### src/rtl/system_reset_ctrl.sv
// -----------------------------------------------------------------------------
// system_reset_ctrl
//
// Reset and fault sequencer for the f8 system. It sits between the board-level
// reset/clock and the f8 core reset input:
//   - stretches the system reset into a fixed-length core reset (HOLD),
//   - runs the core while watching its trap flag and a software-kicked
//     watchdog (RUN),
//   - freezes the core in reset on a fault and records the cause and a
//     saturating fault count for inspection over the GPIO/debug path (TRAPPED).
//
// All outputs are registered, so no combinational path runs from any input
// to any output.
//
// Build option:
//   SYSRST_AUTO_RESTART_EN  when defined, TRAPPED restarts the HOLD sequence
//                           one edge after entry unless the fault counter is
//                           saturated. When undefined, TRAPPED is terminal
//                           until power_on_reset_n and no restart logic exists.
// -----------------------------------------------------------------------------
module system_reset_ctrl #(
   // Edges core_reset stays high after reset release or restart (1..255).
   parameter int unsigned RESET_CYCLES   = 16,
   // Watchdog counter and reload width.
   parameter int unsigned WDT_WIDTH      = 16,
   // Fault event counter width.
   parameter int unsigned TRAP_CNT_WIDTH = 8
) (
   input  logic                      clk,
   input  logic                      power_on_reset_n,
   input  logic                      trap,
   input  logic                      wdt_enable,
   input  logic                      wdt_kick,
   input  logic [WDT_WIDTH-1:0]      wdt_load,
   output logic                      core_reset,
   output logic                      halted,
   output logic [1:0]                state,
   output logic [1:0]                cause,
   output logic [TRAP_CNT_WIDTH-1:0] trap_count
);

   // ---------------------------------------------------------------------------
   // Encodings. The state encoding is visible on the state port, so the
   // values are fixed rather than left to the synthesis tool.
   // ---------------------------------------------------------------------------
   typedef enum logic [1:0] {
      ST_HOLD    = 2'b00,
      ST_RUN     = 2'b01,
      ST_TRAPPED = 2'b10,
      ST_UNUSED  = 2'b11
   } state_e;

   typedef enum logic [1:0] {
      CAUSE_NONE = 2'b00,
      CAUSE_TRAP = 2'b01,
      CAUSE_WDT  = 2'b10
   } cause_e;

   // Last hold count value; the HOLD exit happens on the edge that sees it.
   localparam logic [7:0]                HOLD_LAST = 8'(RESET_CYCLES - 1);
   localparam logic [7:0]                HOLD_ONE  = 8'd1;
   localparam logic [WDT_WIDTH-1:0]      WDT_ONE   = WDT_WIDTH'(1);
   localparam logic [TRAP_CNT_WIDTH-1:0] TRAP_ONE  = TRAP_CNT_WIDTH'(1);

   // ---------------------------------------------------------------------------
   // State and datapath registers
   // ---------------------------------------------------------------------------
   state_e                    state_q,      state_d;
   cause_e                    cause_q,      cause_d;
   logic [7:0]                hold_cnt_q,   hold_cnt_d;
   logic [WDT_WIDTH-1:0]      wdt_count_q,  wdt_count_d;
   logic                      core_reset_q, core_reset_d;
   logic                      halted_q,     halted_d;
   logic [TRAP_CNT_WIDTH-1:0] trap_count_q, trap_count_d;

   // Decoded conditions shared by the next-state and output processes.
   logic hold_last;
   logic wdt_fault;
   logic count_sat;

   assign hold_last = (hold_cnt_q == HOLD_LAST);
   // A kick in the same cycle as the counter reaching zero wins over timeout.
   assign wdt_fault = wdt_enable && (wdt_count_q == '0) && !wdt_kick;
   assign count_sat = &trap_count_q;

   // State register plus all registered outputs and counters; every bit,
   // including the fault record, returns to its reset value asynchronously.
   always_ff @(posedge clk or negedge power_on_reset_n) begin
      if (!power_on_reset_n) begin
         state_q      <= ST_HOLD;
         cause_q      <= CAUSE_NONE;
         hold_cnt_q   <= '0;
         wdt_count_q  <= '0;
         core_reset_q <= 1'b1;
         halted_q     <= 1'b0;
         trap_count_q <= '0;
      end else begin
         // NOTE: non-blocking assignments here so every register samples the
         // pre-edge values computed by the combinational processes below.
         state_q      <= state_d;
         cause_q      <= cause_d;
         hold_cnt_q   <= hold_cnt_d;
         wdt_count_q  <= wdt_count_d;
         core_reset_q <= core_reset_d;
         halted_q     <= halted_d;
         trap_count_q <= trap_count_d;
      end
   end

   // Next-state logic: HOLD -> RUN -> TRAPPED, with the optional restart.
   always_comb begin
      // NOTE: the default assignment first means no path leaves state_d
      // unassigned, so no latch is inferred.
      state_d = state_q;
      case (state_q)
         ST_HOLD: begin
            if (hold_last) begin
               state_d = ST_RUN;
            end
         end
         ST_RUN: begin
            if (trap || wdt_fault) begin
               state_d = ST_TRAPPED;
            end
         end
         ST_TRAPPED: begin
`ifdef SYSRST_AUTO_RESTART_EN
            // A saturated counter means the core keeps faulting; stop
            // restarting and leave it frozen for the debugger.
            if (!count_sat) begin
               state_d = ST_HOLD;
            end
`endif
         end
         default: begin
            // Unused encoding: recover through a fresh HOLD sequence.
            state_d = ST_HOLD;
         end
      endcase
   end

   // Output and datapath next values: hold counter, watchdog, core reset,
   // halt flag and fault record.
   always_comb begin
      cause_d      = cause_q;
      hold_cnt_d   = hold_cnt_q;
      wdt_count_d  = wdt_count_q;
      core_reset_d = core_reset_q;
      halted_d     = halted_q;
      trap_count_d = trap_count_q;

      case (state_q)
         ST_HOLD: begin
            // trap and wdt_kick are ignored while the core is held.
            if (hold_last) begin
               hold_cnt_d   = '0;
               core_reset_d = 1'b0;
               wdt_count_d  = wdt_load;
            end else begin
               hold_cnt_d = hold_cnt_q + HOLD_ONE;
            end
         end

         ST_RUN: begin
            if (trap || wdt_fault) begin
               // A core trap has priority over a watchdog timeout.
               cause_d      = trap ? CAUSE_TRAP : CAUSE_WDT;
               core_reset_d = 1'b1;
               halted_d     = 1'b1;
               trap_count_d = count_sat ? trap_count_q : trap_count_q + TRAP_ONE;
            end else if (wdt_kick) begin
               wdt_count_d = wdt_load;
            end else if (wdt_enable) begin
               wdt_count_d = wdt_count_q - WDT_ONE;
            end
         end

         ST_TRAPPED: begin
`ifdef SYSRST_AUTO_RESTART_EN
            // Leaving for HOLD: core_reset stays high, the fault record is
            // kept, and hold_cnt is already zero from the previous HOLD exit.
            if (!count_sat) begin
               halted_d = 1'b0;
            end
`endif
         end

         default: begin
            hold_cnt_d   = '0;
            core_reset_d = 1'b1;
            halted_d     = 1'b0;
         end
      endcase
   end

   // Registered outputs
   assign core_reset = core_reset_q;
   assign halted     = halted_q;
   assign state      = state_q;
   assign cause      = cause_q;
   assign trap_count = trap_count_q;

endmodule

### config.mk
export PLATFORM = sky130hd
export DESIGN_NAME = system_reset_ctrl
export DESIGN_NICKNAME = d
export VERILOG_FILES = /design/src/rtl/system_reset_ctrl.sv
export SDC_FILE = /design/constraint.sdc
export NUM_CORES = 1
export LEC_CHECK = 0
export CORE_UTILIZATION = 53
export DETAILED_ROUTE_END_ITERATION = 8
export GPL_TIMING_DRIVEN = 0
export HOLD_SLACK_MARGIN = 0.03
export MAX_ROUTING_LAYER = met4
export PLACE_DENSITY_LB_ADDON = 0.15
export SKIP_CTS_REPAIR_TIMING = 1
export SLEW_MARGIN = 10
export SYNTH_ARGS = -nofsm -noshare
export SYNTH_HDL_FRONTEND = slang
export SYNTH_SLANG_ARGS = --single-unit
### constraint.sdc
create_clock -name clk -period 3.43 [get_ports clk]
set_input_delay 0.5145 -clock clk [delete_from_list [all_inputs] [get_ports clk]]
set_output_delay 0.5145 -clock clk [all_outputs]
set_load 0.01 [all_outputs]
Word level (Yosys, flattened, before mapping). Cells that the tools add are included.

Output and inout bits: 14. Memories: 0. Logic and storage cells: 50. Bits in read-only memories: 0. Latch bits: 0. RAM bits: 0. Register bits: 38.

Equal/unequal tests: 7. Reduce and logical (&&, ||, !) cells: 15. Shifts and indexed selects: 0. Magnitude comparators: 0. $mul: 0. $add $sub $neg: 3. Bitwise gates (word level): 3. Divide/modulo/power cells: 0. Multiplexer cells: 15.

Operator list (number): 16-bit 2-to-1 mux (4); 16-bit one-hot mux with 2 select lines (1); 8-bit by 1-bit adder with 8-bit output, second input constant (2); 16-bit zero test (1); 8-bit one-hot mux with 2 select lines (1); 16-bit by 1-bit subtractor with 16-bit output, second input constant (1); 8-bit by 4-bit equality test with 1-bit output, second input constant (1); 8-bit 2-to-1 mux (1); 8-bit AND reduction (1); 2-bit 2-to-1 mux (3); 2-bit != test, second input constant (3); 2-bit one-hot mux with 3 select lines (1); 3-bit AND reduction (2); 2-bit AND reduction (2); 4-bit AND reduction (1); 2-bit OR reduction (2); 3-bit != test, second input constant (1); 1-bit inverter (3); 1-bit one-hot mux with 3 select lines (1); 2-bit by 1-bit equality test with 1-bit output, second input constant (1); 2-bit equality test, second input constant (1); 1-bit logical AND (2); 2-bit zero test (1); 1-bit 2-to-1 mux (2); 4 further kinds (4).

Depth between registers and ports, before layout.
Word-level depth: 6. Gate-level depth with buffers: 9. Mapped depth without buffers: 7.

Worst setup path before layout. No wires, ideal clock.

Path kind: register -> register. Start: register wdt_count_q[0]. End: register trap_count_q[1] (netlist: trap_count[1]). Cell stages (with the launch flop): 7. Arrival time: 2.337 ns. Path slack: 0.968 ns. Path through: dfrtp_1 -> inv_1 -> ha_1 -> or4b_4 -> or4_4 -> a211oi_2 -> mux2_2.

Cells in the longest elaborated chain, start to end: 5.

Ends and longest elaborated chain: from (decl) (line 71) `logic [WDT_WIDTH-1:0] wdt_count_q, wdt_count_d;`; from (signal assigned) (line 103) `wdt_count_q <= wdt_count_d;`; 16-bit zero test (line 83) `assign wdt_fault = wdt_enable && (wdt_count_q == '0) && !wdt_kick;`; 1-bit logical AND (2 in a row) (line 83); 1-bit logical OR (line 165) `if (trap || wdt_fault) begin`; 3-bit AND reduction (no line); to (signal assigned) (line 106) `trap_count_q <= trap_count_d;`; to (decl) (line 74) `logic [TRAP_CNT_WIDTH-1:0] trap_count_q, trap_count_d;`.

No other way between the ends. A chain may end at the register's enable or synchronous reset.

Final worst setup path.
Start: register wdt_count_q[0]. End: register wdt_count_q[14].

Cells in the longest elaborated chain, start to end: 6. Elaborated cells between the ends (all ways): 11. Those cells by class: add/sub: 1; eq/ne: 1; mux: 4; reduce/logical: 5.

Ends and longest elaborated chain: branches (longest 6 deep; another with 16-bit by 1-bit subtractor with 16-bit output).

Several ways; the timed one is not identified. The select of a mux whose other input is x is not followed.

==> flow_summary.yaml <==
outcome:
  outcome: "completed"
clock_tree:
  tritoncts: "yes"
  clock_path_buffers: 2
  htreeDepth: 2
  cts_num_sinks: 38
  clk_latency_ns: 0.29
  clk_pin_slew_ns: 0.08
  clock-root-buffer: "clkbuf_8"
  cts_buffers: 5
pwr:
  seq_power_share: 0.398
  swShare: 0.3538
  ir_drop_uv: 520.8
  total_power_mw: 1.893
  internal_power_mw: 1.223
  power_frac_clock: 0.251
  p_leak_nw: 1.121
  p_sw_uw: 669.7
  combPwrFrac: 0.351
  power_density_nw_per_um2: 694.5
drt:
  vias_per_cell: 6.012
  wl_per_cell_um: 15.64
  drc: 0
  dr.first_iter.drc_count: 166
  first_pass_iters: 4
  routed_wl_um: 5131
  antenna_left: 0
  vias: 1972
logic_synthesis:
  synth_top_area_share: 0.4292
  synthFlopType: "dfrtp_1"
  synthMostInstantiatedCell: "dfrtp_1"
  synth_seq_area_share: 0.4414
  async_reset_ff_frac: 1.000
  syn_avg_cell_area_um2: 9.140
  ys_warn_count: 0
  syn_nets: 263
  synth.distinct_cells: 47
  synth_edf_count: 0
  netlist_top_cells_area: "dfrtp_1, o21ai_0, nor2_1, a21oi_1, ha_1"
  syn_inst: 236
  synthTopCellsByCount: "dfrtp_1, nor2_1, o21ai_0, a21oi_1, nor3_1"
  ys_ff_latch: 38
  syn_area_um2: 2157
  yosys.area.top_type: "dfrtp_1"
floorplan:
  initial_utilization: 0.5720
  dieArea_um2: 4329
  core_area_um2: 3771
  io_pins: 35
  rows: 22
  die_h_um: 65.80
  fp.dieW_um: 65.80
setup_path:
  path_class: "flip-flop to flip-flop"
  rr_worst_depth: 8
  crit_path_start: "wdt_count_q[0]"
  cp-start-kind: "flip-flop"
  worst-path-max-fanout: 10
  r2r_start: "wdt_count_q[0]"
  r2r_slack_ns: 0.73
  r2r_end: "wdt_count_q[14]"
  crit_end: "wdt_count_q[14]"
  end_kind: "flip-flop"
  cp.arrival_ns: 2.87
  cp.required_ns: 3.61
timing:
  timing.final.crit_share: 0.7862
  finalSetupViolCount: 0
  clock.fmax_mhz: 370.8
  finalClockSkew_ns: 0.006384
  fin_tns_setup_ns: 0
  slew_headroom: 0.4242
  hold_viol_final: 0
  slew_viol_final: 0
  rsz0062_at_grt: "no"
  worst_pin_slew_ns: 0.8559
  period_needed_ns: 2.697
cells_and_area:
  diodes: 0
  fillers: 303
  final_nets: 306
  drive_gt1_frac: 0.08929
  area_growth_pct: 26.33
global_routing:
  overflow: 0
  antenna_found_initial: 0
  grtUsageTotal: 0.2718
  grt_max_degree: 36
  grt_pass1_wl_um: 8625
  grt_pass1_vias: 1882
run:
  maxCapViolations: 0
place:
  placement.io_buffers: 34
  place.gp.congestion: 0.9033
  dp_hpwl_um: 3474
hold_path:
  hold_class: "flip-flop to flip-flop"
## worst min-delay path by stage
stage	depth (start not counted)	slack [ns]	start	endpoint
after global placement	1	0.48	halted	halted
after floorplan	0	0.22	power_on_reset_n	cause[0]
after global routing	1	0.53	core_reset	core_reset
final	1	0.51	trap_count[7]	trap_count[7]
after CTS	1	0.02	power_on_reset_n	trap_count[2]
after detailed placement	1	0.33	power_on_reset_n	trap_count[2]
## cell families after synthesis
group	Yosys count	share of synthesized area
AOI/OAI and AO/OA	73	0.2210
xor gates and xnor gates	9	0.03654
adders and majority gates	6	0.03480
buffers and inverters	16	0.03075
DFF	38	0.4414
muxes	3	0.01508
and+or+nand+nor	91	0.2204
## worst max-delay path, cell delays in order, from the launching register on
cell and delay, ns:
dfrtp_1 0.41, inv_1 0.10, ha_1 0.20, or4b_4 0.52, or4_4 0.55, o211ai_2 0.31, buf_4 0.23, a21oi_1 0.06
o22a_1 0.21
## layout make-up
cell class	instances	area, µm²	share of cell area
plain buffers	10	43.79	0.01607
clock buffers	6	82.58	0.03030
clock inverters	2	60.06	0.02204
inverters	6	22.52	0.008264
multi-input cells	182	1139	0.4178
flip-flops and latches	38	952.2	0.3494
well taps	48	60.06	0.02204
repair buffers	36	365.4	0.1341
## sequential cells by signal (all words and copies together) (netlist names)
register,cells
wdt_count_q,16
hold_cnt_q,8
trap_count,8
cause,2
state,2
core_reset,1
halted,1
## metrics by stage
step | util | instance area (µm²) | setup slack, ns | std cells | hold slack (ns)
after global placement | 0.6782 | 2557 | 0.7276 | 318 | 0.4775
after floorplan | - | 2157 | 0.9679 | 236 | 0.2189
after detailed placement | 0.6822 | 2572 | 0.6833 | 319 | 0.3350
final | 0.7226 | 2725 | 0.7333 | 328 | 0.5107
after global routing | 0.7226 | 2725 | 0.6329 | 328 | 0.5322
after CTS | 0.7200 | 2715 | 0.7408 | 327 | 0.02275
## metal layers
metal,track usage,up-vias,share of wire
li1,-,944,-
met1,0.3251,972,0.45
met2,0.4452,46,0.50
met3,0.05517,10,0.029
met4,0.1141,0,0.017
met5,-,-,0
## power groups by stage
stage                     logic (mW)  clock network, mW  registers (mW)
final                          0.664              0.475           0.754
after global routing           0.744              0.498           0.775
after CTS                      0.666              0.481           0.750
after detailed placement       0.657                  0           0.753
after global placement         0.635                  0           0.749
after floorplan                0.436                  0           0.738
## placed cells by master (no fill, tap or decap), types with 3 or more instances in the layout
cell / n
dfrtp_1: 37
clkdlybuf4s50_1: 33
nor2_1: 30
o21ai_0: 24
a21oi_1: 15
nor3_1: 12
nand2_1: 10
nand3_1: 8
clkbuf_1: 7
nand2b_1: 7
inv_1: 6
ha_1: 6
clkbuf_8: 6
or3_1: 5
xor2_1: 5
a31oi_1: 5
o22a_1: 5
o21a_1: 4
xnor2_1: 4
nand4_1: 3
nor2b_1: 3
buf_2: 3
and3_1: 3
a22o_1: 3
Power figures use the tool's default switching activity.
